--- config.mk ---
export PLATFORM = sky130hd
export DESIGN_NAME = beta_lsu_flat
export DESIGN_NICKNAME = d
export VERILOG_FILES = /design/src/rtl/beta_pkg.sv /design/src/rtl/beta_lsu_if.sv /design/src/rtl/beta_lsu.sv /design/src/flat_wrapper.sv
export SDC_FILE = /design/constraint.sdc
export NUM_CORES = 1
export LEC_CHECK = 0
export BUFFER_PORTS_ARGS = -buffer_cell sky130_fd_sc_hd__buf_2
export CAP_MARGIN = 20
export CORE_ASPECT_RATIO = 0.7
export CORE_MARGIN = 1.5
export CORE_UTILIZATION = 44
export CTS_BUF_LIST = sky130_fd_sc_hd__clkbuf_4 sky130_fd_sc_hd__clkbuf_8 sky130_fd_sc_hd__clkbuf_16
export CTS_CLUSTER_DIAMETER = 40
export DETAILED_ROUTE_END_ITERATION = 8
export PLACE_DENSITY = 0.82
export SYNTH_ARGS = -nofsm -noshare
export SYNTH_HDL_FRONTEND = slang
export SYNTH_SLANG_ARGS = --single-unit
--- constraint.sdc ---
create_clock -name clk_i -period 1.95 [get_ports clk_i]
set_clock_uncertainty 0.2 [all_clocks]
set_input_delay 0.39 -clock clk_i [delete_from_list [all_inputs] [get_ports clk_i]]
set_output_delay 0.39 -clock clk_i [all_outputs]
set_load 0.05 [all_outputs]
--- src/rtl/beta_pkg.sv ---
// beta_pkg: shared LSU encodings for the beta core.
//   MEM_*_OP    : load/store select carried on mem_op_i
//   MEM_SIZE_*  : access size carried on mem_op_size_i (2'b11 is illegal)
package beta_pkg;
  typedef logic       mem_op_t;
  typedef logic [1:0] mem_size_t;

  localparam mem_op_t   MEM_LOAD_OP    = 1'b0;
  localparam mem_op_t   MEM_STORE_OP   = 1'b1;

  localparam mem_size_t MEM_SIZE_BYTE  = 2'b00;
  localparam mem_size_t MEM_SIZE_HALF  = 2'b01;
  localparam mem_size_t MEM_SIZE_WORD  = 2'b10;
endpackage

--- src/rtl/beta_lsu_if.sv ---
// beta_lsu_if: 32-bit data bus between the LSU and memory.
//   master (LSU)   : drives data_req/we/be/addr/wdata, receives gnt/rvalid/rdata
//   slave  (memory): the mirror image
// A request is held until data_gnt; every granted transaction, load or
// store, completes with exactly one data_rvalid.
interface beta_lsu_if;
  logic        data_req;
  logic        data_gnt;
  logic        data_we;
  logic [3:0]  data_be;
  logic [31:0] data_addr;
  logic [31:0] data_wdata;
  logic        data_rvalid;
  logic [31:0] data_rdata;

  modport master (
    output data_req, data_we, data_be, data_addr, data_wdata,
    input  data_gnt, data_rvalid, data_rdata
  );
  modport slave (
    input  data_req, data_we, data_be, data_addr, data_wdata,
    output data_gnt, data_rvalid, data_rdata
  );
endinterface

--- src/rtl/beta_lsu.sv ---
// beta_lsu: single-outstanding load/store unit.
//   clk_i, rstn_i          : clock, async active-low reset
//   mem_op_en_i/mem_op_i/mem_op_size_i/not_sign_ext_i/addr_i/wdata_i/rd_i
//                          : memory op from execute (accepted only when idle)
//   busy_o                 : LSU occupied, execute holds its next op
//   bus (master)           : data bus request/grant/response
//   wb_valid_o/wb_data_o/wb_rd_o : one-cycle load writeback
//   misaligned_o           : one-cycle pulse for an illegal or misaligned op
module beta_lsu
  import beta_pkg::*;
(
  input  logic              clk_i,
  input  logic              rstn_i,
  input  logic              mem_op_en_i,
  input  mem_op_t           mem_op_i,
  input  mem_size_t         mem_op_size_i,
  input  logic              not_sign_ext_i,
  input  logic [31:0]       addr_i,
  input  logic [31:0]       wdata_i,
  input  logic [4:0]        rd_i,
  output logic              busy_o,
  beta_lsu_if.master        bus,
  output logic              wb_valid_o,
  output logic [31:0]       wb_data_o,
  output logic [4:0]        wb_rd_o,
  output logic              misaligned_o
);

  typedef enum logic [1:0] {IDLE = 2'd0, REQ = 2'd1, WAIT = 2'd2} state_e;

  state_e      state_q, state_d;
  mem_op_t     op_q;
  mem_size_t   size_q;
  logic        ext_q;
  logic [1:0]  off_q;
  logic [4:0]  rd_q;
  logic        we_q;
  logic [3:0]  be_q;
  logic [31:0] addr_q;
  logic [31:0] wdata_q;
  logic        wb_valid_q;
  logic [31:0] wb_data_q;
  logic [4:0]  wb_rd_q;
  logic        misaligned_q;

  logic        accept;
  logic        illegal;
  logic        start;
  logic        rsp;
  logic [3:0]  be_d;
  logic [31:0] wdata_d;
  logic [31:0] rshift;
  logic [31:0] ld_data;

  // Only IDLE accepts; an op arriving while busy is dropped, not queued.
  assign accept  = (state_q == IDLE) && mem_op_en_i;
  assign illegal = (mem_op_size_i == 2'b11) ||
                   ((mem_op_size_i == MEM_SIZE_HALF) && addr_i[0]) ||
                   ((mem_op_size_i == MEM_SIZE_WORD) && (addr_i[1:0] != 2'b00));
  assign start   = accept && !illegal;
  // Responses outside WAIT are stray (e.g. left over from before a reset).
  assign rsp     = (state_q == WAIT) && bus.data_rvalid;

  // ---------------- FSM ----------------
  always_ff @(posedge clk_i or negedge rstn_i) begin
    if (!rstn_i) state_q <= IDLE;
    else         state_q <= state_d;
  end

  always_comb begin
    state_d = state_q;
    case (state_q)
      IDLE:    if (start)            state_d = REQ;
      REQ:     if (bus.data_gnt)     state_d = WAIT;
      WAIT:    if (bus.data_rvalid)  state_d = IDLE;
      default:                       state_d = IDLE;
    endcase
  end

  // ---------------- command formatting ----------------
  always_comb begin
    be_d    = 4'b1111;
    wdata_d = wdata_i;
    case (mem_op_size_i)
      MEM_SIZE_BYTE: begin
        be_d    = 4'b0001 << addr_i[1:0];
        wdata_d = {4{wdata_i[7:0]}};
      end
      MEM_SIZE_HALF: begin
        be_d    = 4'b0011 << addr_i[1:0];
        wdata_d = {2{wdata_i[15:0]}};
      end
      default: ;
    endcase
  end

  // ---------------- load data alignment / extension ----------------
  always_comb begin
    rshift  = bus.data_rdata >> {off_q, 3'b000};
    ld_data = rshift;
    case (size_q)
      MEM_SIZE_BYTE: ld_data = ext_q ? {24'h0, rshift[7:0]}
                                     : {{24{rshift[7]}}, rshift[7:0]};
      MEM_SIZE_HALF: ld_data = ext_q ? {16'h0, rshift[15:0]}
                                     : {{16{rshift[15]}}, rshift[15:0]};
      default: ;
    endcase
  end

  // ---------------- datapath registers ----------------
  // Command registers load only on acceptance, so they stay stable
  // for the whole REQ phase however long the grant takes.
  always_ff @(posedge clk_i or negedge rstn_i) begin
    if (!rstn_i) begin
      op_q         <= MEM_LOAD_OP;
      size_q       <= MEM_SIZE_BYTE;
      ext_q        <= 1'b0;
      off_q        <= 2'b00;
      rd_q         <= 5'd0;
      we_q         <= 1'b0;
      be_q         <= 4'b0000;
      addr_q       <= 32'h0;
      wdata_q      <= 32'h0;
      wb_valid_q   <= 1'b0;
      wb_data_q    <= 32'h0;
      wb_rd_q      <= 5'd0;
      misaligned_q <= 1'b0;
    end else begin
      misaligned_q <= accept && illegal;
      wb_valid_q   <= 1'b0;
      if (start) begin
        op_q    <= mem_op_i;
        size_q  <= mem_op_size_i;
        ext_q   <= not_sign_ext_i;
        off_q   <= addr_i[1:0];
        rd_q    <= rd_i;
        we_q    <= (mem_op_i == MEM_STORE_OP);
        be_q    <= be_d;
        addr_q  <= {addr_i[31:2], 2'b00};
        wdata_q <= wdata_d;
      end
      if (rsp && (op_q == MEM_LOAD_OP)) begin
        wb_valid_q <= 1'b1;
        wb_data_q  <= ld_data;
        wb_rd_q    <= rd_q;
      end
    end
  end

  assign busy_o         = (state_q != IDLE);
  assign bus.data_req   = (state_q == REQ);
  assign bus.data_we    = we_q;
  assign bus.data_be    = be_q;
  assign bus.data_addr  = addr_q;
  assign bus.data_wdata = wdata_q;
  assign wb_valid_o     = wb_valid_q;
  assign wb_data_o      = wb_data_q;
  assign wb_rd_o        = wb_rd_q;
  assign misaligned_o   = misaligned_q;

endmodule

--- src/flat_wrapper.sv ---
// flat-port wrapper written by rule: the top's interface ports become plain ports
module beta_lsu_flat import beta_pkg::*;
  (clk_i, rstn_i, mem_op_en_i, mem_op_i, mem_op_size_i, not_sign_ext_i, addr_i, wdata_i, rd_i, busy_o, wb_valid_o, wb_data_o, wb_rd_o, misaligned_o, bus_data_req, bus_data_we, bus_data_be, bus_data_addr, bus_data_wdata, bus_data_gnt, bus_data_rvalid, bus_data_rdata);
  beta_lsu_if bus_i ();
  input  logic clk_i;
  input  logic rstn_i;
  input  logic mem_op_en_i;
  input  mem_op_t mem_op_i;
  input  mem_size_t mem_op_size_i;
  input  logic not_sign_ext_i;
  input  logic [31:0] addr_i;
  input  logic [31:0] wdata_i;
  input  logic [4:0] rd_i;
  output logic busy_o;
  output logic wb_valid_o;
  output logic [31:0] wb_data_o;
  output logic [4:0] wb_rd_o;
  output logic misaligned_o;
  output wire logic [$bits(bus_i.data_req)-1:0] bus_data_req;
  output wire logic [$bits(bus_i.data_we)-1:0] bus_data_we;
  output wire logic [$bits(bus_i.data_be)-1:0] bus_data_be;
  output wire logic [$bits(bus_i.data_addr)-1:0] bus_data_addr;
  output wire logic [$bits(bus_i.data_wdata)-1:0] bus_data_wdata;
  input wire logic [$bits(bus_i.data_gnt)-1:0] bus_data_gnt;
  input wire logic [$bits(bus_i.data_rvalid)-1:0] bus_data_rvalid;
  input wire logic [$bits(bus_i.data_rdata)-1:0] bus_data_rdata;
  assign bus_data_req = bus_i.data_req;
  assign bus_data_we = bus_i.data_we;
  assign bus_data_be = bus_i.data_be;
  assign bus_data_addr = bus_i.data_addr;
  assign bus_data_wdata = bus_i.data_wdata;
  assign bus_i.data_gnt = bus_data_gnt;
  assign bus_i.data_rvalid = bus_data_rvalid;
  assign bus_i.data_rdata = bus_data_rdata;
  beta_lsu u_core (.clk_i(clk_i), .rstn_i(rstn_i), .mem_op_en_i(mem_op_en_i), .mem_op_i(mem_op_i), .mem_op_size_i(mem_op_size_i), .not_sign_ext_i(not_sign_ext_i), .addr_i(addr_i), .wdata_i(wdata_i), .rd_i(rd_i), .busy_o(busy_o), .bus(bus_i), .wb_valid_o(wb_valid_o), .wb_data_o(wb_data_o), .wb_rd_o(wb_rd_o), .misaligned_o(misaligned_o));
endmodule
After elaboration in Yosys (flattened, before gate mapping) --
Cells that the tools add are included.
Word-level totals: register bits after elaboration 118, bits in latches 0, bits in writable memories 0, bits in read-only memories 0, input port bits 110, logic and storage cells 52, memories 0
Cells by class: $add $sub $neg 0, multiply operators 0, divide/modulo/power cells 0, order comparisons 0, eq/ne operators 9, shift-type cells 3, multiplexer cells 10, bitwise operators 1, reductions and logical operators 16
Operators with widths (number):
- $pmux 32 s2 | 2
- $mux 32 | 2
- $shr 32x5->32 | 1
- $pmux 4 s2 | 1
- $logic_and 1x1->1 | 7
- $eq 2x1->1 const B | 3
- $eq 2x2->1 const B | 3
- $logic_not 2->1 | 3
- $mux 2 | 3
- $pmux 2 s3 | 1
- $ne 2x1->1 const B | 2
- $reduce_bool 2->1 | 2
- $shl 1x2->4 const A | 1
- $shl 2x2->4 const A | 1
- $reduce_and 3->1 | 1
- $logic_or 1x1->1 | 2
- $ne 2x2->1 const B | 1
- $logic_not 1->1 | 1
- $mux 1 | 1
- $not 1->1 | 1

Longest topological paths before layout --
Gate-level depths: netlist of the first run.
depth after elaboration 8, depth in mapped cells 6

Worst setup path before layout of the first run --
No wires, ideal clock.
path kind reg-to-reg, start reg u_core.off_q[1], end reg u_core.wb_data_q[23], in the netlist u_core.wb_data_o[23], arrival 1759 ps, required time 1646 ps, path slack -113 ps, stages on the path, launching flop included 6, clock period less this slack 2063 ps, cell sequence dfrtp_1 -> clkbuf_1 -> mux4_2 -> or4_1 -> buf_2 -> o311ai_1
On the way: longest elaborated chain between the ends 3, elaborated cells on any way between the ends 4
Ends and longest elaborated chain:
- start: declaration | RTL line beta_lsu.sv:35 | logic [1:0] off_q;
- start signal: assignment | RTL line beta_lsu.sv:135 | off_q <= addr_i[1:0];
- $shr 32x5->32 * | RTL line beta_lsu.sv:99 | rshift = bus.data_rdata >> {off_q, 3'b000};
- $mux 32 (on tied branches) | RTL line beta_lsu.sv:104, beta_lsu.sv:102
- $pmux 32 s2 * | RTL line beta_lsu.sv:101 | case (size_q)
- end signal: assignment | RTL line beta_lsu.sv:144 | wb_data_q <= ld_data;
- end: declaration | RTL line beta_lsu.sv:42 | logic [31:0] wb_data_q;
Mark *: on every way between the ends. The rest lies on a longest branch, timed or not. A chain may end at the register's enable or synchronous reset.

Worst setup path after layout of the first run --
start reg u_core.off_q[0], end reg u_core.wb_data_q[23], in the netlist u_core.wb_data_o[23]
The elaborated chain is that of the path after synthesis.

==> results of run 1 <==
-- cell type report --
| cell class | count | share of cell area, % |
|---|---|---|
| sequential | 118 | 39.4 |
| timing repair buffer | 257 | 19.9 |
| clock inverter | 14 | 2.34 |
| multi-input combinational | 321 | 29.7 |
| inverter | 3 | 0.150 |
| tap | 157 | 2.62 |
| clock buffer | 18 | 5.85 |
-- what timing repair did --
item / in CTS / in global routing
resized for setup: 6 / 12
setup buffers: 1 / 2
hold buffers: 7 / 0
hold endpoints to repair: 124 / 0
setup endpoints to repair: 21 / 32
pin swaps: 0 / 1
cloned: 0 / 1
-- flip-flops by register name, summed over array words and instances (netlist names), 4 cells and up --
| signal | flops |
|---|---|
| u_core.bus.data_addr | 30 |
| u_core.wb_rd_o | 5 |
| u_core.bus.data_be | 4 |
| u_core.wb_data_o | 32 |
| u_core.bus.data_wdata | 32 |
| u_core.rd_q | 5 |
-- cells in the final DEF, fill, tap and decap left out, types with 18 or more instances in the layout --
cell	count
buf_2	214
dfrtp_1	115
nand2_1	64
mux2_2	57
o21ai_0	42
mux2i_1	40
nor2_1	34
buf_4	27
a21oi_1	24
clkbuf_16	18
-- per-stage QoR --
| stage | setup WS, ns | power (uW) | TNS [ns] | instance area (um2) |
|---|---|---|---|---|
| 2_1_floorplan | -0.0740 | 8670 | -0.321 | 5290 |
| 3_3_place_gp | -0.125 | 10200 | -0.916 | 6710 |
| 3_5_place_dp | -0.169 | 10400 | -1.68 | 6710 |
| 4_1_cts | -0.0179 | 13700 | -0.0179 | 7420 |
| 5_1_grt | -0.0844 | 14300 | -0.949 | 7500 |
| 6_report | -0.0481 | 13700 | -0.273 | 7500 |
-- layer usage --
| layer | global-route usage, % | up-vias | wire (um) |
|---|---|---|---|
| met2 | 36.0 | 183 | 6860 |
| met5 | 0 | - | 0 |
| met3 | 6.49 | 17 | 1060 |
| met4 | 8.51 | 0 | 195 |
| met1 | 31.6 | 2211 | 6620 |
| li1 | - | 2155 | - |
-- path summary, 6_finish.rpt --
check / startpoint / to / slack (ns) / depth (start not counted)
max: u_core.off_q[0] / u_core.wb_data_o[23] / -0.05 / 4
max reg2reg: u_core.off_q[0] / u_core.wb_data_o[23] / -0.05 / 4
min: rd_i[4] / u_core.rd_q[4] / 0.02 / 2
min in group asynchronous: rstn_i / u_core.wb_data_o[15] / 0.33 / 3
min reg2reg: u_core.rd_q[1] / u_core.wb_rd_o[1] / 0.26 / 2
max in group asynchronous: rstn_i / u_core.bus.data_wdata[8] / 0.59 / 3
-- cell families after synthesis --
group           Yosys count
mux                      99
compound gates           84
simple gates            135
flops                   118
xor+xnor                  1
other cells               1
buf+inv                  36
-- power breakdown --
| part | leakage, uW | internal [uW] | switching [uW] |
|---|---|---|---|
| Clock | 0.000293 | 2050 | 1130 |
| Sequential | 0.00144 | 3430 | 576 |
| Combinational | 0.00210 | 1790 | 4730 |
| Total | 0.00383 | 7260 | 6440 |
-- synth_stat cells --
master,n
a221o_1,8
o2bb2ai_1,1
or4_1,1
inv_1,3
nor4_4,1
o21ai_0,44
mux4_2,1
buf_6,1
o21ai_1,1
a22o_1,1
o311ai_0,2
clkbuf_1,19
mux2i_1,41
a21oi_1,24
o31a_1,1
dfrtp_1,118
nand3_1,14
or2_2,1
and2_1,8
o211ai_1,1
nor2_1,35
nor2b_1,2
o311ai_1,1
nand2b_1,4
mux2_2,57
conb_1,1
nand4bb_1,1
nor3_1,3
buf_2,7
buf_1,4
nand2_1,64
nor3b_1,1
xor2_1,1
buf_4,2
==> metrics.cfg, run 1 <==
[grt]
grt_pass1_wl_mm=22.5
antenna_found_initial=0
grt_pass1_vias=4377
grt_max_degree=67
overflow=0
grtUsageTotal_pct=23.3

[outcome]
violations=negative setup slack
outcome=finished, violations left

[layout]
filler_cell_count=947
nNetsFinal=828
multi_input_area_um2=2230
fin_util_pct=64.2
area_delta_synth_final_pct=42.0
n_antenna_cell=0
seqCellArea_um2=2960
drive_gt1_share_pct=48.4
fin_cells=888

[route]
first_pass_iters=5
viasPerCell=5.14
drtIter0Drc=256
vias=4566
wire_per_inst_um=16.6
postRouteAntennaNets=0
routed_wl_mm=14.7
drc=0

[clock_network]
path_clk_slew_ns=0.06
cts_buffers=17
cts_tree=built
clock_latency_ns=0.40
cts_root_buf=clkbuf_16
ctsLongestPathBuffers=2
cts.htree.levels=4
clock-sinks=118

[sta]
finalCritPeriodShare_pct=102
hold_viol_final=0
worst_slack_ns=-0.0481
rsz0062_at_grt=true
min_period_ns=2.00
holdWs_ns=0.0182
setup_viol=8
fmax_mhz=500
slew_headroom_pct=55.0
tightest_slew_ns=0.674
final_max_slew_viol_count=0

[synth]
synth_top_area_share_pct=55.9
syn-mean-instance-area_um2=11.1
synth_top_family_by_area=multiplexers
synth_simple_gate_area_share_pct=11.3
ys_types=34
synth_xor_area_share_pct=0.166
synthCells=474
synth-compound-area-share_pct=9.19
synthMuxAreaShare_pct=20.3
ys_seq_area_share_pct=55.9
ys_ff_latch=118
synth_top_cell_by_area=dfrtp_1
synth_area_leaders=dfrtp_1, mux2_2, mux2i_1, nand2_1, o21ai_0
synth_adder_area_share_pct=0
ys_warn_count=0
synth_area_um2=5280

[job]
max_cap_viol_count=0

[worst_setup_path]
start_kind=register
path_cells=mux2i_2 -> mux4_2 -> or4_4 -> o311ai_4
worstPathRequired_ns=2.06
cp_top_family=multiplexers
critical_path_class=reg -> reg
critPathBufInv=0
slowest_delay_ns=0.51
cp_slowest_cell=or4_4
endpoint_kind=register
path_max_fanout=8
crit_arrival_ns=2.11

[power]
powerDensity_nw_per_um2=1830
leakagePower_uw=0.00383
peakVddDrop_uv=1020

[floorplan]
ios=220
rows=33
fp.dieH_um=94.7
die_w_um=134
core_area_um2=11700
start_util_pct=45.2
die-area_um2=12700

[hold_path]
hp-class=in -> reg

[place]
routabilityCongestion=0.917
io_buffers=217
dp_cells=845
dp_hpwl_mm=10.9

No activity file was read; power rests on OpenSTA's default activity.
==> inputs of run 2 (changes only) <==
- ABC_AREA: default -> 0
- PLACE_DENSITY: 0.82 -> 0.76
==> run 2 against run 1 <==
  * The run still ends with negative setup slack left
  * Combinational power hardly changed
  * Wire length down 0.45%
  * Via count down 0.74%
  * Register-to-register slack about the same
  * Critical path depth did not move
  * Sequential cell count did not move
  * Clock-buffer cell count fell by 1
  * Final cell count fell by 0.23%
  * Power about the same
  * Die area stayed put
  * Sequential share of layout area grew 0.26 points
  * Critical path type unchanged
  * Critical endpoint unchanged
  * Largest cell class unchanged
==> metrics.cfg, run 2 (same netlist as run 1, synthesis figures left out) <==
[sta]
tightest_slew_ns=0.545  ; -0.130 ns
holdWs_ns=0.0218  ; +0.00364 ns
setup_viol=9  ; +1
worst_slack_ns=-0.0484  ; -0.000279 ns
fmax_mhz=500  ; about the same
finalCritPeriodShare_pct=102  ; about the same
final_max_slew_viol_count=0  ; unchanged
slew_headroom_pct=63.5  ; +8.4 points
hold_viol_final=0  ; unchanged
min_period_ns=2.00  ; +0.000279 ns
rsz0062_at_grt=true

[place]
dp_cells=848  ; +0.36%
io_buffers=217  ; unchanged
routabilityCongestion=1.03  ; +12%
dp_hpwl_mm=11.2  ; +2.8%
dpl_cell_area_um2=6730  ; +0.34%

[grt]
grt_pass1_wl_mm=22.8  ; +1.5%
grtUsageTotal_pct=23.4  ; +0.099 points
overflow=0  ; unchanged
antenna_found_initial=0  ; unchanged
grt_max_degree=55  ; -18%
grt_pass1_vias=4448  ; +1.6%

[floorplan]
die-area_um2=12700  ; unchanged
ios=220  ; unchanged
die_w_um=134  ; unchanged
core_area_um2=11700  ; unchanged
fp.dieH_um=94.7  ; unchanged
start_util_pct=45.2  ; unchanged
rows=33  ; unchanged

[hold_path]
hold_path_end=u_core.bus.data_addr[3]
min_from=addr_i[3]
hp-class=in -> reg
worstHoldPathCells=2  ; unchanged

[worst_setup_path]
r2r-end=u_core.wb_data_o[23]
crit_arrival_ns=2.10  ; about the same
start_kind=register
endpoint_kind=register
worstPathRequired_ns=2.05  ; about the same
critical_path_class=reg -> reg
ff2ff_setup_slack_ns=-0.05  ; about the same
reg2reg_depth=4  ; unchanged
path_max_fanout=8  ; unchanged
r2r_start=u_core.off_q[0]

[clock_network]
cts_root_buf=clkbuf_16
clock_latency_ns=0.40  ; about the same
cts_tree=built
path_clk_slew_ns=0.06  ; about the same
cts.htree.levels=4  ; unchanged
cts_buffers=17  ; unchanged
ctsLongestPathBuffers=2  ; unchanged
clock-sinks=118  ; unchanged

[layout]
postLayoutCellArea_um2=7450  ; -0.70%
fin_util_pct=63.7  ; -0.45 points
area_delta_synth_final_pct=41.0
drive_gt1_share_pct=48.8  ; +0.41 points
layout_common_cells=buf_2, dfrtp_1, nand2_1
nNetsFinal=826  ; -0.24%
seqCellArea_um2=2960  ; about the same
fin_cells=886  ; -0.23%
multi_input_area_um2=2230  ; -0.11%
layout_commonest_cell=buf_2
filler_cell_count=972  ; +2.6%
n_antenna_cell=0  ; unchanged

[route]
drc=0  ; unchanged
drtIter0Drc=233  ; -9.0%
routed_wl_mm=14.7  ; -0.45%
postRouteAntennaNets=0  ; unchanged
vias=4532  ; -0.74%
first_pass_iters=5  ; unchanged
viasPerCell=5.12  ; -0.52%
wire_per_inst_um=16.6  ; -0.22%

[power]
leakagePower_uw=0.00380  ; -0.80%
powerDensity_nw_per_um2=1840  ; +0.70%
peakVddDrop_uv=1390  ; +36%
finalPower_uw=13700  ; about the same

[job]
max_cap_viol_count=0  ; unchanged

[outcome]
outcome=finished, violations left
violations=negative setup slack

## run 2: changes by cell type in the layout (fill, tap and decap cells not counted), moves of 2 or more
cell | before | now
buf_6 | 4 | 2
a21oi_2 | 0 | 3
inv_6 | 2 | 5
o21ai_1 | 2 | 0
dlygate4sd3_1 | 7 | 3
o21ai_0 | 42 | 44
a21oi_1 | 24 | 21
clkinv_2 | 2 | 0
buf_4 | 27 | 31
## run 2: report_power, final
part / internal (uW) / leakage (uW) / switching (uW)
clock: 2040 / 0.000295 / 1180
sequential: 3420 / 0.00144 / 568
combinational: 1770 / 0.00207 / 4720
## run 2: final cells by class
cell class	instances	area share, %
clock buffers	17	5.71
clock inverters	15	2.59
inverters	3	0.151
multi-input cells	321	29.9
flip-flops and latches	118	39.7
well taps	157	2.64
repair buffers	255	19.4
## run 2: critical path, stage by stage, from the launching register on
cell and delay (ns):
dfrtp_2 0.45, mux2i_2 0.18, mux4_2 0.47, or4_4 0.50, o311ai_2 0.10
## run 2: per-layer routing
| layer | track usage, % | vias to the layer above | routed length (um) |
|---|---|---|---|
| met5 | 0 | - | 0 |
| met4 | 6.70 | 0 | 186 |
| met3 | 7.89 | 17 | 1020 |
| met2 | 35.4 | 174 | 6640 |
| met1 | 32.2 | 2202 | 6830 |
| li1 | - | 2139 | - |
## run 2: repair_timing
| action | 4_1_cts | 5_1_grt |
|---|---|---|
| pin swaps | 0 | 0 |
| endpoints found under the setup margin | 16 | 24 |
| endpoints found under the hold margin | 119 | 1 |
| buffers inserted | 1 | 2 |
| hold buffers | 2 | 1 |
| gates resized for setup | 3 | 10 |
| gates cloned | 0 | 0 |
## run 2: per-stage QoR
step           setup slack [ns]  TNS, ns
2_1_floorplan           -0.0740   -0.321
5_1_grt                 -0.0791   -0.656
4_1_cts                 -0.0277  -0.0334
3_5_place_dp             -0.163    -2.29
3_3_place_gp             -0.112   -0.766
6_report                -0.0484   -0.103
## run 2: how the worst max path moves through the flow
stage	slack (ns)	endpoint	depth (start not counted)	from
finish	-0.05	u_core.wb_data_o[23]	4	u_core.off_q[0]
global route	-0.08	u_core.wb_data_o[23]	4	u_core.off_q[0]
CTS	-0.03	u_core.wb_data_o[23]	4	u_core.off_q[0]
detailed placement	-0.16	u_core.wb_data_o[23]	4	u_core.off_q[0]
global placement	-0.11	u_core.wb_data_o[23]	4	u_core.off_q[0]
floorplan	-0.07	u_core.wb_data_o[23]	6	u_core.off_q[0]
